--- src/rtl/btn_debounce.sv ---
// Multi-channel button conditioner: synchroniser, debounce filter, edge pulses
// and a per-channel auto-repeat generator for held keys.
module btn_debounce #(
   parameter int unsigned WIDTH           = 4,
   parameter int unsigned SYNC_STAGES     = 2,
   parameter int unsigned DEBOUNCE_CYCLES = 250000,
   parameter int unsigned REPEAT_DELAY    = 12500000,
   parameter int unsigned REPEAT_RATE     = 5000000
) (
   input  logic             clk,
   input  logic             rst_n,
   input  logic [WIDTH-1:0] btn_in,
   input  logic [WIDTH-1:0] rpt_en,
   output logic [WIDTH-1:0] btn_level,
   output logic [WIDTH-1:0] btn_press,
   output logic [WIDTH-1:0] btn_release,
   output logic [WIDTH-1:0] btn_repeat
);

   localparam int unsigned CNT_W  = (DEBOUNCE_CYCLES > 1) ? $clog2(DEBOUNCE_CYCLES) : 1;
   localparam int unsigned RMAX   = (REPEAT_DELAY > REPEAT_RATE) ? REPEAT_DELAY : REPEAT_RATE;
   localparam int unsigned RCNT_W = (RMAX > 1) ? $clog2(RMAX) : 1;

   localparam logic [CNT_W-1:0]  DB_LAST = CNT_W'(DEBOUNCE_CYCLES - 1);
   localparam logic [RCNT_W-1:0] RD_LAST = RCNT_W'(REPEAT_DELAY - 1);
   localparam logic [RCNT_W-1:0] RR_LAST = RCNT_W'(REPEAT_RATE - 1);

   localparam logic [1:0] ST_IDLE  = 2'd0;
   localparam logic [1:0] ST_DELAY = 2'd1;
   localparam logic [1:0] ST_RPT   = 2'd2;

   logic [WIDTH-1:0]  sync_q [SYNC_STAGES];
   logic [WIDTH-1:0]  sync;

   logic [CNT_W-1:0]  cnt_q  [WIDTH];
   logic [CNT_W-1:0]  cnt_d  [WIDTH];
   logic [RCNT_W-1:0] rcnt_q [WIDTH];
   logic [RCNT_W-1:0] rcnt_d [WIDTH];
   logic [1:0]        state_q [WIDTH];
   logic [1:0]        state_d [WIDTH];

   logic [WIDTH-1:0]  level_q, level_d;
   logic [WIDTH-1:0]  press_q, press_d;
   logic [WIDTH-1:0]  release_q, release_d;
   logic [WIDTH-1:0]  repeat_q, repeat_d;

   assign sync = sync_q[SYNC_STAGES-1];

   always_comb begin
      level_d   = level_q;
      press_d   = '0;
      release_d = '0;
      repeat_d  = '0;
      cnt_d     = cnt_q;
      rcnt_d    = rcnt_q;
      state_d   = state_q;

      for (int unsigned i = 0; i < WIDTH; i++) begin
         if (sync[i] == level_q[i]) begin
            cnt_d[i] = '0;
         end else if (cnt_q[i] == DB_LAST) begin
            level_d[i]   = sync[i];
            cnt_d[i]     = '0;
            press_d[i]   = sync[i];
            release_d[i] = ~sync[i];
         end else begin
            cnt_d[i] = cnt_q[i] + 1'b1;
         end

         // A falling level or dropped enable wins over a due repeat pulse.
         case (state_q[i])
            ST_IDLE: begin
               if (press_d[i]) begin
                  repeat_d[i] = 1'b1;
                  if (rpt_en[i]) begin
                     state_d[i] = ST_DELAY;
                     rcnt_d[i]  = '0;
                  end
               end
            end
            ST_DELAY, ST_RPT: begin
               if (!level_d[i] || !rpt_en[i]) begin
                  state_d[i] = ST_IDLE;
                  rcnt_d[i]  = '0;
               end else if (rcnt_q[i] == ((state_q[i] == ST_DELAY) ? RD_LAST : RR_LAST)) begin
                  repeat_d[i] = 1'b1;
                  rcnt_d[i]   = '0;
                  state_d[i]  = ST_RPT;
               end else begin
                  rcnt_d[i] = rcnt_q[i] + 1'b1;
               end
            end
            default: begin
               state_d[i] = ST_IDLE;
               rcnt_d[i]  = '0;
            end
         endcase
      end
   end

   always_ff @(posedge clk or negedge rst_n) begin
      if (!rst_n) begin
         for (int unsigned s = 0; s < SYNC_STAGES; s++) begin
            sync_q[s] <= '0;
         end
         for (int unsigned i = 0; i < WIDTH; i++) begin
            cnt_q[i]   <= '0;
            rcnt_q[i]  <= '0;
            state_q[i] <= ST_IDLE;
         end
         level_q   <= '0;
         press_q   <= '0;
         release_q <= '0;
         repeat_q  <= '0;
      end else begin
         sync_q[0] <= btn_in;
         for (int unsigned s = 1; s < SYNC_STAGES; s++) begin
            sync_q[s] <= sync_q[s-1];
         end
         cnt_q     <= cnt_d;
         rcnt_q    <= rcnt_d;
         state_q   <= state_d;
         level_q   <= level_d;
         press_q   <= press_d;
         release_q <= release_d;
         repeat_q  <= repeat_d;
      end
   end

   assign btn_level   = level_q;
   assign btn_press   = press_q;
   assign btn_release = release_q;
   assign btn_repeat  = repeat_q;

endmodule

--- config.mk ---
export PLATFORM = sky130hd
export DESIGN_NAME = btn_debounce
export DESIGN_NICKNAME = d
export VERILOG_FILES = /design/src/rtl/btn_debounce.sv
export SDC_FILE = /design/constraint.sdc
export NUM_CORES = 1
export LEC_CHECK = 0
export CAP_MARGIN = 20
export CORE_ASPECT_RATIO = 0.75
export CORE_MARGIN = 5
export CORE_UTILIZATION = 64
export CTS_CLUSTER_SIZE = 16
export DETAILED_ROUTE_END_ITERATION = 8
export DONT_BUFFER_PORTS = 1
export GPL_TIMING_DRIVEN = 0
export PLACE_DENSITY = 0.8
export SYNTH_ARGS = -nofsm -noshare
export SYNTH_HDL_FRONTEND = slang
export SYNTH_SLANG_ARGS = --single-unit
--- constraint.sdc ---
create_clock -name clk -period 2.9 [get_ports clk]
set_input_delay 0.725 -clock clk [delete_from_list [all_inputs] [get_ports clk]]
set_output_delay 0.725 -clock clk [all_outputs]
set_load 0.01 [all_outputs]
After elaboration in Yosys (flattened, before gate mapping)
Index checks and enable logic that the tools add are counted.
{ "classes": {"n_eq_ne": 32, "add_sub_neg": 8, "muxes": 92, "reduce_logical": 28, "n_bitwise": 4} }
{ "ops": {"columns": ["cell", "n"], "rows": [
  ["$mux W24", 20],
  ["$pmux W24 S2", 4],
  ["$mux W18", 8],
  ["$add A24 B1 Y24 const B", 4],
  ["$eq A24 B24 Y1", 4],
  ["$add A18 B1 Y18 const B", 4],
  ["$eq A18 B18 Y1 const B", 4],
  ["$mux W1", 36],
  ["$mux W2", 16],
  ["$ne A2 B2 Y1 const B", 8],
  ["$pmux W2 S2", 4],
  ["$ne A3 B3 Y1 const B", 4],
  ["$reduce_and A3 Y1", 4],
  ["$eq A2 B1 Y1 const B", 4],
  ["$eq A2 B2 Y1 const B", 4],
  ["$logic_not A1 Y1", 8],
  ["$logic_not A2 Y1", 4],
  ["$pmux W1 S2", 4],
  ["$reduce_and A2 Y1", 4],
  ["$reduce_or A2 Y1", 4],
  ["$eq A1 B1 Y1", 4],
  ["$logic_or A1 B1 Y1", 4],
  ["$not A1 Y1", 4]
]} }
{ "totals": {"wordCells": 182, "inputBits": 10, "register_bits": 200, "output_inout_bits": 16} }

Depth between registers and ports, before layout
{ "depth": {"word_depth": 7, "ltp_mapped": 9, "ltp_nobuf": 8} }

Worst setup path after synthesis
Ideal clock, no wire load.
{ "synth_path": {"path_type": "reg-to-reg", "startpoint": "register state_q[6] (netlist bit)", "endpoint": "register rcnt_q[88] (netlist bit)", "path_stages_with_launch": 9, "path_buffers": 1, "arrival_ps": 2209, "setup_ps": 121, "period_less_slack_ps": 2330, "t_required_ps": 2779, "slack_ps": 570, "cell_sequence": "dfrtp_1 > ha_1 > or4b_2 > nor3_1 > o221ai_1 > o211ai_2 > nor2_2 > buf_6 > a22o_1"} }
{ "synth_via": {"elab_chain_cells": 6, "word_cells_on_any_way": 12, "classes_between": "5 x eq/ne; 4 x mux; 3 x reduce/logical"} }
{ "synth_rtl": {"columns": ["item", "line", "source"], "rows": [
  ["from (decl)", "39", "logic [1:0] state_q [WIDTH];"],
  ["from (signal assigned)", "122", "state_q <= state_d;"],
  ["$eq A2 B1 Y1", "71, 85", null],
  ["$mux W24", "85", "end else if (rcnt_q[i] == ((state_q[i] == ST_DELAY) ? RD_LAST : RR_LAST)) begin"],
  ["$eq A24 B24 Y1", "85", null],
  ["$mux W24", "85", null],
  ["$mux W24", "82", "if (!level_d[i] || !rpt_en[i]) begin"],
  ["$pmux W24 S2", "71", "case (state_q[i])"],
  ["to (signal assigned)", "121", "rcnt_q <= rcnt_d;"],
  ["to (decl)", "37", "logic [RCNT_W-1:0] rcnt_q [WIDTH];"]
]} }
Parallel ways exist; a longest one is shown, timed or not.
A chain may end at the register's enable or synchronous reset.

Worst setup path in the final report
{ "layout_path": {"startpoint": "register state_q[7] (netlist bit)", "endpoint": "register rcnt_q[90] (netlist bit)"} }
Same word-level chain as after synthesis.

==> run metrics <==
status=finished with violations; failing checks=negative hold slack; area leader, netlist=dfrtp_1; CTS sink count=200; largest net degree at the start of global routing=201; final setup vio count=0; Die Wd=160 um; Worst Setup End Kind=flip-flop; crit path DAT=3.05 ns; Synth cell types=75; antenna violations before repair=0; routed via count=8883; share of layout cells above drive strength 1=5.60%; Sw Pwr=0.00107 W; Layout Utilization=69.7%; Die H=123 um; pwr/cell area=437 nW/um^2; commonest non-fill, non-tap cell in the layout=dfrtp_1; Seq cells post-synth=200; WHS=-0.0163 ns; Seq pwr share=55.4%; Initial Util=64.8%; IO Count=26; mean area per synthesized cell=9.16 sq um; die area=19700 sq um; clock transition at the registers of the reported paths=0.07 ns; 1st-iter DRT viols=873; post-synthesis xor/xnor area fraction=5.82%; Worst-Margin Slew=0.894 ns; # rows=41; Main synth FF type=dfrtp_1; Num CTS Buffers=17; kind of critical path=reg -> reg; syn nets=1217; Clock Path Buffers=2; Port Buffers=0; drt pass-1 iters=5; CP startpoint kind=flip-flop; Max Cap Viol=0; Root Buffer=clkbuf_16; Clock Skew=0.0118 ns; H-tree Lvls=4; Via density=6.22; Yosys top cell area share=46.2%; complex-gate fraction of the synthesized area=11.9%; Placer Congestion=0.878; Post-CTS Setup Inserts=0; routed wire length=22600 um; first-pass GRT wire length=38900 um; Synth Instances=1183; Clk pwr share=43.7%; Rel. slew slack=39.8%; Area contributors post-synth=dfrtp_1 (46%), nand3_1 (6.0%), nor2_1 (4.7%), nand2_1 (4.4%), xor2_1 (3.3%); TNS Setup=0 ns; Post-Layout Cell Count=1429; Diodes inserted=0; placed cell count=1398; Final Cycle Share=94.1%; final hold vios=50; largest family of logic cells by synthesized area=simple AND/OR/NAND/NOR gates; IR drop worst, VDD=0.347 mV; # fillers=1295; EDFF count, synth=0; highest-count cells in the layout ignoring fill and taps=dfrtp_1 (200), nor2_1 (136), nand3_1 (130), nand2_1 (128), o21ai_0 (47); post-synthesis mux area share=0.300%; worst-path fanout max=10; combinational group share of total power=0.9%; CTS tree=built; fin nets=1236; leakage power=4.91 nW; Sw Share=21.0%; max frequency=366 MHz; Antenna Violating Nets Remaining=0; Internal Pwr Total=0.00403 W; # DRC=0; Hold Path Class=in -> async; asr flop ratio synth=100%; WL/cell=15.8 um; unrepaired setup endpoints after global routing=false; Layout area overhead=7.55%; post-synthesis simple-gate area fraction=30.0%; clk_lat worst skew=0.43 ns; area share of fa/ha/maj cells after synthesis=2.77%; core area=16700 sq um; CP required=3.22 ns; Seq/Total Area, Yosys=46.2%; grt total ovfl=0; GRT Resource Usage Total=23.8%; vias in the first global route=8009; max-slew violations=0; hpwl dp=15300 um; Yosys warning count=0; synthesized area=10800 sq um; min Tclk post-route=2.73 ns
==> state kept, by name, summed over array words and instances (netlist names) <==
register,cells
btn_level,4
btn_press,4
btn_release,4
btn_repeat,4
cnt_q,72
rcnt_q,96
state_q,8
sync,4
sync_q,4
==> cell usage after synthesis, types with 7 or more instances <==
cell and instances:
a21o_1 8, a21oi_1 18, a22o_1 24, and3_1 39
and4_1 13, buf_2 9, clkbuf_1 27, dfrtp_1 200
ha_1 24, inv_1 38, nand2_1 128, nand2b_1 7
nand3_1 130, nand4_1 29, nor2_1 136, nor2b_1 9
nor3_1 24, nor3b_1 8, nor4_1 17, nor4bb_1 7
o21ai_0 47, o21ai_1 12, o2bb2ai_1 8, o31ai_1 10
or3_1 26, or4_1 9, xnor2_1 31, xor2_1 41
==> power by group through the flow <==
| stage | registers [W] | logic (W) | clock network (W) |
|---|---|---|---|
| final | 0.00282 | 0.0000454 | 0.00223 |
| after global routing | 0.00282 | 0.0000525 | 0.00243 |
| after CTS | 0.00282 | 0.0000462 | 0.00228 |
| after detailed placement | 0.00287 | 0.0000459 | 0 |
| after global placement | 0.00287 | 0.0000438 | 0 |
| after floorplan | 0.00287 | 0.0000350 | 0 |
==> worst max-delay path: stages, from the launching register on <==
cell and delay [ns]:
dfrtp_1 0.37, inv_1 0.08, ha_1 0.27, or4b_2 0.69, nor3_1 0.27, o221ai_1 0.21
o211ai_2 0.21, nor2_2 0.14, buf_6 0.18, a22o_1 0.21
==> logic make-up (layout without fill, tap and decap cells) <==
logic type | count (synthesis) | after routing
buffers and inverters | 80 | 111
AO/OA/AOI/OAI | 181 | 181
multiplexers | 3 | 3
AND/OR/NAND/NOR | 623 | 623
XOR/XNOR | 72 | 72
flip-flops | 200 | 200
adder cells (fa/ha/maj) | 24 | 24
==> worst paths after layout <==
check                                start             to  slack, ns  depth (start not counted)
worst max-delay path            state_q[7]     rcnt_q[90]       0.17                          9
worst min-delay path                 rst_n     rcnt_q[91]      -0.02                          0
worst max register to register  state_q[7]     rcnt_q[90]       0.17                          9
worst min register to register   sync_q[6]        sync[2]       0.35                          0
max in group asynchronous            rst_n  btn_repeat[3]       2.65                          0
min in group clk                 btn_in[1]      sync_q[5]       0.32                          0
==> metal layers <==
metal | share of wire (%) | GRT usage [%] | vias to the layer above
met5 | 0 | 0 | -
met4 | 1.0 | 6.39 | 0
met3 | 5.3 | 4.46 | 21
met2 | 45 | 36.4 | 222
met1 | 49 | 35.2 | 4324
li1 | - | - | 4316
==> metrics by stage <==
| stage | area, sq um | setup WS (ns) | hold WS [ns] | power [W] |
|---|---|---|---|---|
| global placement | 11100 | 0.247 | 0.333 | 0.00292 |
| detailed placement | 11100 | 0.187 | 0.341 | 0.00292 |
| floorplan | 10800 | 0.570 | 0.331 | 0.00291 |
| global route | 11700 | 0.00321 | -0.0434 | 0.00530 |
| CTS | 11700 | 0.191 | -0.0311 | 0.00515 |
| finish | 11700 | 0.171 | -0.0163 | 0.00510 |
==> repair_timing <==
| item | in CTS | in global routing |
|---|---|---|
| hold endpoints to repair | 200 | 200 |
| resized for setup | 0 | 2 |
| endpoints found under the setup margin | 0 | 7 |
==> cell type report <==
cell class	count	area, sq um	share of cell area [%]
tap	215	269	2.31
clock inverter	11	101	0.869
multi-input combinational	903	5500	47.1
buffer	42	198	1.70
sequential	200	5000	42.9
inverter	38	143	1.22
clock buffer	20	447	3.83
(Power assumes the default switching activity.)
